===== src/rtl/matmul_stream_if.sv =====
// Byte-stream front end for the 2x2 uint8 matrix multiplier: packs eight operand
// bytes, waits out the multiplier latency, then streams four 16-bit results.

module mm_byte_slot (
  input  logic       clk,
  input  logic       rst_n,
  input  logic       clear,
  input  logic       we,
  input  logic [7:0] d,
  output logic [7:0] q
);
  always_ff @(posedge clk or negedge rst_n) begin
    if (!rst_n)     q <= '0;
    else if (clear) q <= '0;
    else if (we)    q <= d;
  end
endmodule

module matmul_stream_if #(
  parameter int ResultLatency = 0
) (
  input  logic        clk_i,
  input  logic        rst_ni,
  input  logic        clear_i,
  input  logic [7:0]  in_data_i,
  input  logic        in_valid_i,
  output logic        in_ready_o,
  output logic [15:0] out_data_o,
  output logic        out_valid_o,
  input  logic        out_ready_i,
  output logic        out_last_o,
  output logic [31:0] operand_a_o,
  output logic [31:0] operand_b_o,
  input  logic [63:0] result_i,
  output logic        busy_o
);
  localparam int         NUM_SLOTS = 8;
  localparam logic [1:0] LAT       = 2'(ResultLatency);

  typedef enum logic [1:0] {LOAD, WAIT, SEND} state_t;

  state_t      state_q, state_d;
  logic [2:0]  byte_cnt_q, byte_cnt_d;
  logic [1:0]  lat_cnt_q, lat_cnt_d;
  logic [1:0]  word_cnt_q, word_cnt_d;
  logic        cap;
  logic [63:0] result_q;
  logic        in_hs, out_hs;

  logic [NUM_SLOTS-1:0][7:0] slot;
  logic [3:0][15:0]          elem;

  // Handshake terms include clear_i through the ready/valid decode.
  assign in_ready_o  = (state_q == LOAD) & ~clear_i;
  assign out_valid_o = (state_q == SEND) & ~clear_i;
  assign in_hs       = in_valid_i & in_ready_o;
  assign out_hs      = out_valid_o & out_ready_i;
  assign busy_o      = (state_q != LOAD);

  // Slot g holds byte g of the stream: 0..3 -> a00..a11, 4..7 -> b00..b11.
  for (genvar g = 0; g < NUM_SLOTS; g++) begin : g_slot
    mm_byte_slot u_slot (
      .clk   (clk_i),
      .rst_n (rst_ni),
      .clear (clear_i),
      .we    (in_hs && (byte_cnt_q == 3'(g))),
      .d     (in_data_i),
      .q     (slot[g])
    );
  end

  assign operand_a_o = {slot[0], slot[1], slot[2], slot[3]};
  assign operand_b_o = {slot[4], slot[5], slot[6], slot[7]};

  // elem[3] is c00 (top of the packed result), so word w maps to elem[3-w].
  assign elem       = result_q;
  assign out_data_o = (state_q == SEND) ? elem[2'd3 - word_cnt_q] : '0;
  assign out_last_o = (state_q == SEND) && (word_cnt_q == 2'd3);

  always_comb begin
    state_d    = state_q;
    byte_cnt_d = byte_cnt_q;
    lat_cnt_d  = lat_cnt_q;
    word_cnt_d = word_cnt_q;
    cap        = 1'b0;
    unique case (state_q)
      LOAD: if (in_hs) begin
        byte_cnt_d = byte_cnt_q + 3'd1;
        if (byte_cnt_q == 3'd7) state_d = WAIT;
      end
      WAIT: begin
        if (lat_cnt_q == LAT) begin
          cap       = 1'b1;
          lat_cnt_d = '0;
          state_d   = SEND;
        end else begin
          lat_cnt_d = lat_cnt_q + 2'd1;
        end
      end
      SEND: if (out_hs) begin
        word_cnt_d = word_cnt_q + 2'd1;
        if (word_cnt_q == 2'd3) state_d = LOAD;
      end
      default: state_d = LOAD;
    endcase
    if (clear_i) begin
      state_d    = LOAD;
      byte_cnt_d = '0;
      lat_cnt_d  = '0;
      word_cnt_d = '0;
      cap        = 1'b0;
    end
  end

  always_ff @(posedge clk_i or negedge rst_ni) begin
    if (!rst_ni) begin
      state_q    <= LOAD;
      byte_cnt_q <= '0;
      lat_cnt_q  <= '0;
      word_cnt_q <= '0;
    end else begin
      state_q    <= state_d;
      byte_cnt_q <= byte_cnt_d;
      lat_cnt_q  <= lat_cnt_d;
      word_cnt_q <= word_cnt_d;
    end
  end

  always_ff @(posedge clk_i or negedge rst_ni) begin
    if (!rst_ni)      result_q <= '0;
    else if (clear_i) result_q <= '0;
    else if (cap)     result_q <= result_i;
  end
endmodule


===== config.mk =====
export PLATFORM = sky130hd
export DESIGN_NAME = matmul_stream_if
export DESIGN_NICKNAME = d
export VERILOG_FILES = /design/src/rtl/matmul_stream_if.sv
export SDC_FILE = /design/constraint.sdc
export NUM_CORES = 1
export LEC_CHECK = 0
export CAP_MARGIN = 5
export CORE_MARGIN = 2
export CORE_UTILIZATION = 49
export CTS_CLUSTER_DIAMETER = 80
export DETAILED_ROUTE_END_ITERATION = 12
export GPL_TIMING_DRIVEN = 0
export PLACE_DENSITY = 0.81
export SYNTH_ARGS = -nofsm -noshare
export SYNTH_HDL_FRONTEND = slang
export SYNTH_HIERARCHICAL = 1
export SYNTH_SLANG_ARGS = --single-unit

===== constraint.sdc =====
create_clock -name clk_i -period 1.97 [get_ports clk_i]
set_clock_uncertainty 0.1 [all_clocks]
set_input_delay 0.591 -clock clk_i [delete_from_list [all_inputs] [get_ports clk_i]]
set_output_delay 0.591 -clock clk_i [all_outputs]
set_load 0.005 [all_outputs]

==> results.cfg, run 1 <==
[critical_path]
cp.arrival_ns = 1.82
cp-end-kind = primary output
worstPathMaxFanout = 8
crit_required_ns = 1.28
critPathKind = flop to primary output
cp-start-kind = flop

[global_route]
grt_pass1_wl_um = 26200
antenna_found_initial = 0
grt_pass1_vias = 4775
grt_max_degree = 77
overflow = 0
grt_usage_pct = 26.2

[yosys]
synth_edf_count = 0
ys.flop_type = dfrtp_1
yosys_warnings = 6
synth_cell_type_count = 33
ys_top_cells_by_area = dfrtp_1 56%, mux2i_1 16%, a22o_1 8.9%
syn_area_um2 = 6080
syn_nets = 563
ys_async_sr_fraction_pct = 100
ys_seq_elements = 137
seq_area_frac_synth_pct = 56.4
avgSynthCellArea_um2 = 12.7
yosysTopAreaCell = dfrtp_1
netlist.area_leader.share_pct = 56.4
syn-instance-count = 477

[routing]
drt_first_iter_violations = 297
drtPass1Iterations = 5
dr_wl_met3_um = 1250
top_layer_used = met4
wl_met2_um = 9310
post_drt_via_cell_ratio = 5.58
num_vias = 4868
routed_wl_um = 18400
post-route-drc-count = 0
routedWlPerCell_um = 21.0
postRouteAntennaNets = 0
met1Wirelength_um = 7440

[placement]
gp_congestion = 0.871
dpl.hpwl_um = 11300
io_buffers = 159
pre_cts_slack_ns = -0.686
place_inst = 805

[sta]
max_clock_freq_mhz = 398
rsz0062_at_grt = yes
finalSetupViolCount = 117
worst_hold_slack_ns = 0.0591
slew_headroom_pct = 61.0
hold_viol = 0
report.final.slew_viol_count = 0
period_share_pct = 128
setup_slack_ns = -0.543
timing.final.crit_period_ns = 2.51
worstMarginPinSlew_ns = 0.585

[die]
rows = 40
start_util_pct = 50.4
die_w_um = 115
die_area_um2 = 13300
die_h_um = 115
coreArea_um2 = 12100
ios = 161

[clock_network]
cts_tree = done
clk_pin_slew_ns = 0.06
cts_sinks = 137
clock_latency_ns = 0.41
cts_root_buf = clkbuf_16
ctsHtreeMaxLevel = 4
clockBufferDepth = 2
cts_buffers = 17
ctsHoldBuffers = 0

[layout]
n_antenna_cell = 0
area_growth_pct = 53.2
finish.net_count = 780
final_cell_mix = 137 x dfrtp_1, 86 x mux2i_1, 75 x clkdlybuf4s50_1
drive_gt1_share_pct = 23.7
final_common_cell = dfrtp_1
finalNonFillerCells = 873

[run_status]
violations = negative setup slack
status = finished, violations left

[power_and_ir_drop]
finalPower_mw = 6.62
total_leakage_power_nw = 4.71
vdd_drop_max_uv = 490
p_per_area_nw_per_um2 = 712

[min_path]
hp-class = input pin to async pin

[flow_run]
drv_cap = 0
==> what timing repair did <==
| action | CTS | global route |
|---|---|---|
| endpoints found under the hold margin | 0 | 0 |
| endpoints found under the setup margin | 112 | 177 |
| buffers inserted | 22 | 17 |
| pin swaps | 33 | 46 |
| gates cloned | 1 | 7 |
| gates resized for setup | 172 | 60 |
==> layer usage <==
layer  up-vias  track usage [%]
li1       2139                -
met2       252             43.2
met1      2448             34.4
met5         -                0
met4         0             7.95
met3        29             6.48
==> area by class of cell <==
type / instances / area (µm²)
Sequential cell: 137 / 3430
Fill cell: 717 / 2760
Multi-Input combinational cell: 295 / 2600
Timing Repair Buffer: 206 / 2110
Clock buffer: 21 / 470
Buffer: 32 / 347
Tap cell: 168 / 210
Clock inverter: 9 / 123
Inverter: 5 / 18.8
==> kinds of logic (layout without fill, tap and decap cells) <==
group           count (synthesis)  in the layout  share of synthesized area, %
flops                         137            137                          56.4
xor+xnor                        2              2                         0.288
mux                           101            101                          16.7
fa+ha+maj                       9              9                          1.85
compound gates                 82             82                          11.0
buf+inv                        46            273                          6.01
simple gates                  100            101                          7.72
==> worst max-delay path, stage by stage, from the launching register on <==
cell and delay (ns):
dfrtp_1 0.39, and2b_2 0.27, nand2b_1 0.10, buf_8 0.16, buf_12 0.14, o22ai_4 0.19, buf_2 0.15
==> flip-flops by register name, summed over array words and instances, names as in the netlist <==
signal and count:
byte_cnt_q 3, elem 64, word_cnt_q 2, state_q 2, g_slot.u_slot/q 64, lat_cnt_q 2
==> synthesized netlist by cell type (all sizes together) (2+ instances only) <==
master and n:
dfrtp 137, mux2i 100, nor2 72, a22o 62
buf 39, o22ai 16, ha 9, and3 6
nand2 6, inv 5, and2 3, clkbuf 2
nand2b 2, nor2b 2, nor3 2, o31ai 2
==> worst paths after layout <==
check                           slack [ns]  depth (start not counted)       start                     to
worst max-delay path                 -0.54                          6  state_q[0]         out_data_o[10]
worst min-delay path                  0.06                          1      rst_ni  g_slot[0].u_slot/q[1]
worst max register to register       -0.24                          9  state_q[0]  g_slot[4].u_slot/q[7]
worst min register to register        0.41                          1    elem[57]               elem[57]
max in group asynchronous             0.95                          2      rst_ni  g_slot[3].u_slot/q[3]
min in group clk_i                    0.39                          2     clear_i          byte_cnt_q[1]
==> per-stage QoR <==
stage / util [%] / instance area, µm² / TNS [ns]
2_1_floorplan: - / 6090 / 0
6_report: 77.1 / 9310 / -20.62
5_1_grt: 77.1 / 9310 / -30.52
3_3_place_gp: 65.5 / 7900 / -699.61
4_1_cts: 73.0 / 8800 / -24.95
3_5_place_dp: 65.7 / 7920 / -38.22
==> power breakdown <==
group          total [mW]  internal [mW]  switching (mW)
logic               0.532          0.283           0.249
clock network        3.23           2.06            1.17
registers            2.86           2.84          0.0166
total                6.62           5.19            1.43
(Power assumes the default switching activity.)
==> inputs of run 2 (changes only) <==
ABC_AREA = 1   (was not set)
CORE_UTILIZATION = 50   (was 49)
PLACE_DENSITY = 0.8   (was 0.81)
==> results.cfg, run 2 <==
[placement]
dpl.hpwl_um = 12300
io_buffers = 160
pre_cts_slack_ns = -0.771
place_inst = 1165
placed_area_um2 = 8550
gp_congestion = 0.881

[sta]
hold_viol = 0
report.final.slew_viol_count = 0
setup_slack_ns = -0.417
slew_headroom_pct = 64.0
timing.final.crit_period_ns = 2.39
fin_tns_setup_ns = -8.71
worst_hold_slack_ns = 0.362
rsz0062_at_grt = yes
finalSetupViolCount = 75
worstMarginPinSlew_ns = 0.540
period_share_pct = 121
max_clock_freq_mhz = 419

[routing]
drt_first_iter_violations = 596
post_drt_via_cell_ratio = 5.27
postRouteAntennaNets = 0
routed_wl_um = 20700
post-route-drc-count = 0
num_vias = 6596
routedWlPerCell_um = 16.5
drtPass1Iterations = 5

[min_path]
min_to = g_slot[5].u_slot/q[6]
hold_start = g_slot[5].u_slot/q[6]
hold_path_depth = 2
hp-class = flop to flop

[yosys]
synth_edf_count = 0
yosysTopAreaCell = dfrtp_1
ys.flop_type = dfrtp_1
yosys_warnings = 6
syn_area_um2 = 6680
ys_top_cells_by_area = dfrtp_1 51%, nand2_1 18%, nand3_1 12%
netlist.area_leader.share_pct = 51.3
ys_async_sr_fraction_pct = 100
avgSynthCellArea_um2 = 8.08
synth_most_common_cell = nand2_1
synth_cell_type_count = 22
seq_area_frac_synth_pct = 51.3
syn_nets = 913
ys_seq_elements = 137
syn-instance-count = 827
ys_top_cells_by_count = 326 x nand2_1, 166 x nand3_1, 137 x dfrtp_1

[power_and_ir_drop]
p_per_area_nw_per_um2 = 634
total_leakage_power_nw = 5.52
p_int_mw = 4.91
clkPwrFrac_pct = 47.6
comb_power_share_pct = 7.6
vdd_drop_max_uv = 493
sw_frac_of_total_pct = 22.9
switching_power_mw = 1.46
seq_power_share_pct = 44.7

[die]
die_w_um = 120
rows = 42
ios = 161
coreArea_um2 = 13100
start_util_pct = 50.9
die_h_um = 120
die_area_um2 = 14300

[run_status]
status = finished, violations left
violations = negative setup slack

[layout]
n_antenna_cell = 0
finish.net_count = 1150
finalNonFillerCells = 1252
drive_gt1_share_pct = 25.6
area_growth_pct = 50.2
final_cell_mix = 286 x nand2_1, 144 x nand3_1, 135 x dfrtp_1
final_common_cell = nand2_1
design_area_um2 = 10000

[flow_run]
drv_cap = 0

[critical_path]
cp.arrival_ns = 1.70
r2r_slack_ns = -0.13
rr_worst_depth = 13
crit_required_ns = 1.28
critPathKind = flop to primary output
worstPathMaxFanout = 10
cp-start-kind = flop
reg2reg_to = g_slot[7].u_slot/q[0]
r2r-start = state_q[0]
cp-startpoint = word_cnt_q[0]
cp-end-kind = primary output

[clock_network]
clk_pin_slew_ns = 0.06
cts_sinks = 137
cts_root_buf = clkbuf_16
ctsHtreeMaxLevel = 4
clock_latency_ns = 0.43
cts_buffers = 17
clockBufferDepth = 2
cts_tree = done

[global_route]
grt_usage_pct = 28.1
grt_pass1_vias = 6261
overflow = 0
antenna_found_initial = 0
grt_max_degree = 93
grt_pass1_wl_um = 31000
## run 2: worst max-delay path by stage
stage                                       end  slack (ns)  cells past startpoint
after floorplan           g_slot[0].u_slot/q[0]        0.21                     10
after global placement                 elem[35]       -5.09                      1
after detailed placement             in_ready_o       -0.77                      7
after CTS                         out_data_o[6]       -0.33                      7
after global routing              out_data_o[7]       -0.46                      6
final                            out_data_o[13]       -0.42                      6
## run 2: final cells by class
class / instances / area, µm²
multi-input combinational: 561 / 3080
timing repair buffer: 218 / 2000
clock inverter: 8 / 70.1
fill: 931 / 3100
buffer: 39 / 390
sequential: 137 / 3430
tap: 176 / 220
clock buffer: 23 / 488
inverter: 90 / 355
## run 2: worst max-delay path: stages (launching register included)
cell      delay, ns
dfrtp_1        0.40
buf_6          0.15
clkbuf_8       0.17
nand2_2        0.11
nand3_2        0.09
a21oi_2        0.20
buf_2          0.15
## run 2: routing by layer
metal,wire length (µm),GRT usage [%]
met5,0,0
met4,1010,15.7
met3,1490,6.08
met2,10000,45.8
met1,8140,34.8
## run 2: stage by stage
stage                     power (mW)  util [%]
after floorplan                 3.02         -
after detailed placement        3.35      65.1
after global routing            6.56      76.4
after CTS                       6.35      73.1
final                           6.37      76.4
after global placement          3.34      64.7
## run 2: power groups by stage
stage | Clock [mW] | Combinational, mW | Sequential (mW)
detailed placement | 0 | 0.447 | 2.90
floorplan | 0 | 0.121 | 2.90
global placement | 0 | 0.440 | 2.90
global route | 3.18 | 0.525 | 2.85
finish | 3.03 | 0.485 | 2.85
CTS | 3.05 | 0.456 | 2.85
## run 2: cells by family (layout without fill, tap and decap cells)
logic type | count (synthesis) | in the layout | share of synthesized area (%)
adder cells (fa/ha/maj) | 9 | 9 | 1.68
buffers and inverters | 129 | 378 | 9.32
AO/OA/AOI/OAI | 21 | 21 | 1.57
AND/OR/NAND/NOR | 531 | 531 | 36.1
flip-flops | 137 | 137 | 51.3
## run 2: what timing repair did
action / CTS / global route
pin swaps: 25 / 25
hold buffers: 1 / 0
setup endpoints to repair: 83 / 77
hold endpoints to repair: 32 / 0
gates resized for setup: 229 / 84
buffers inserted: 33 / 14
cloned: 3 / 7
==> inputs of run 3 (changes only) <==
CTS_CLUSTER_SIZE = 40   (was not set)
==> results of run 3 <==
The final DEF is identical to that of run 2; final timing and power are the same.
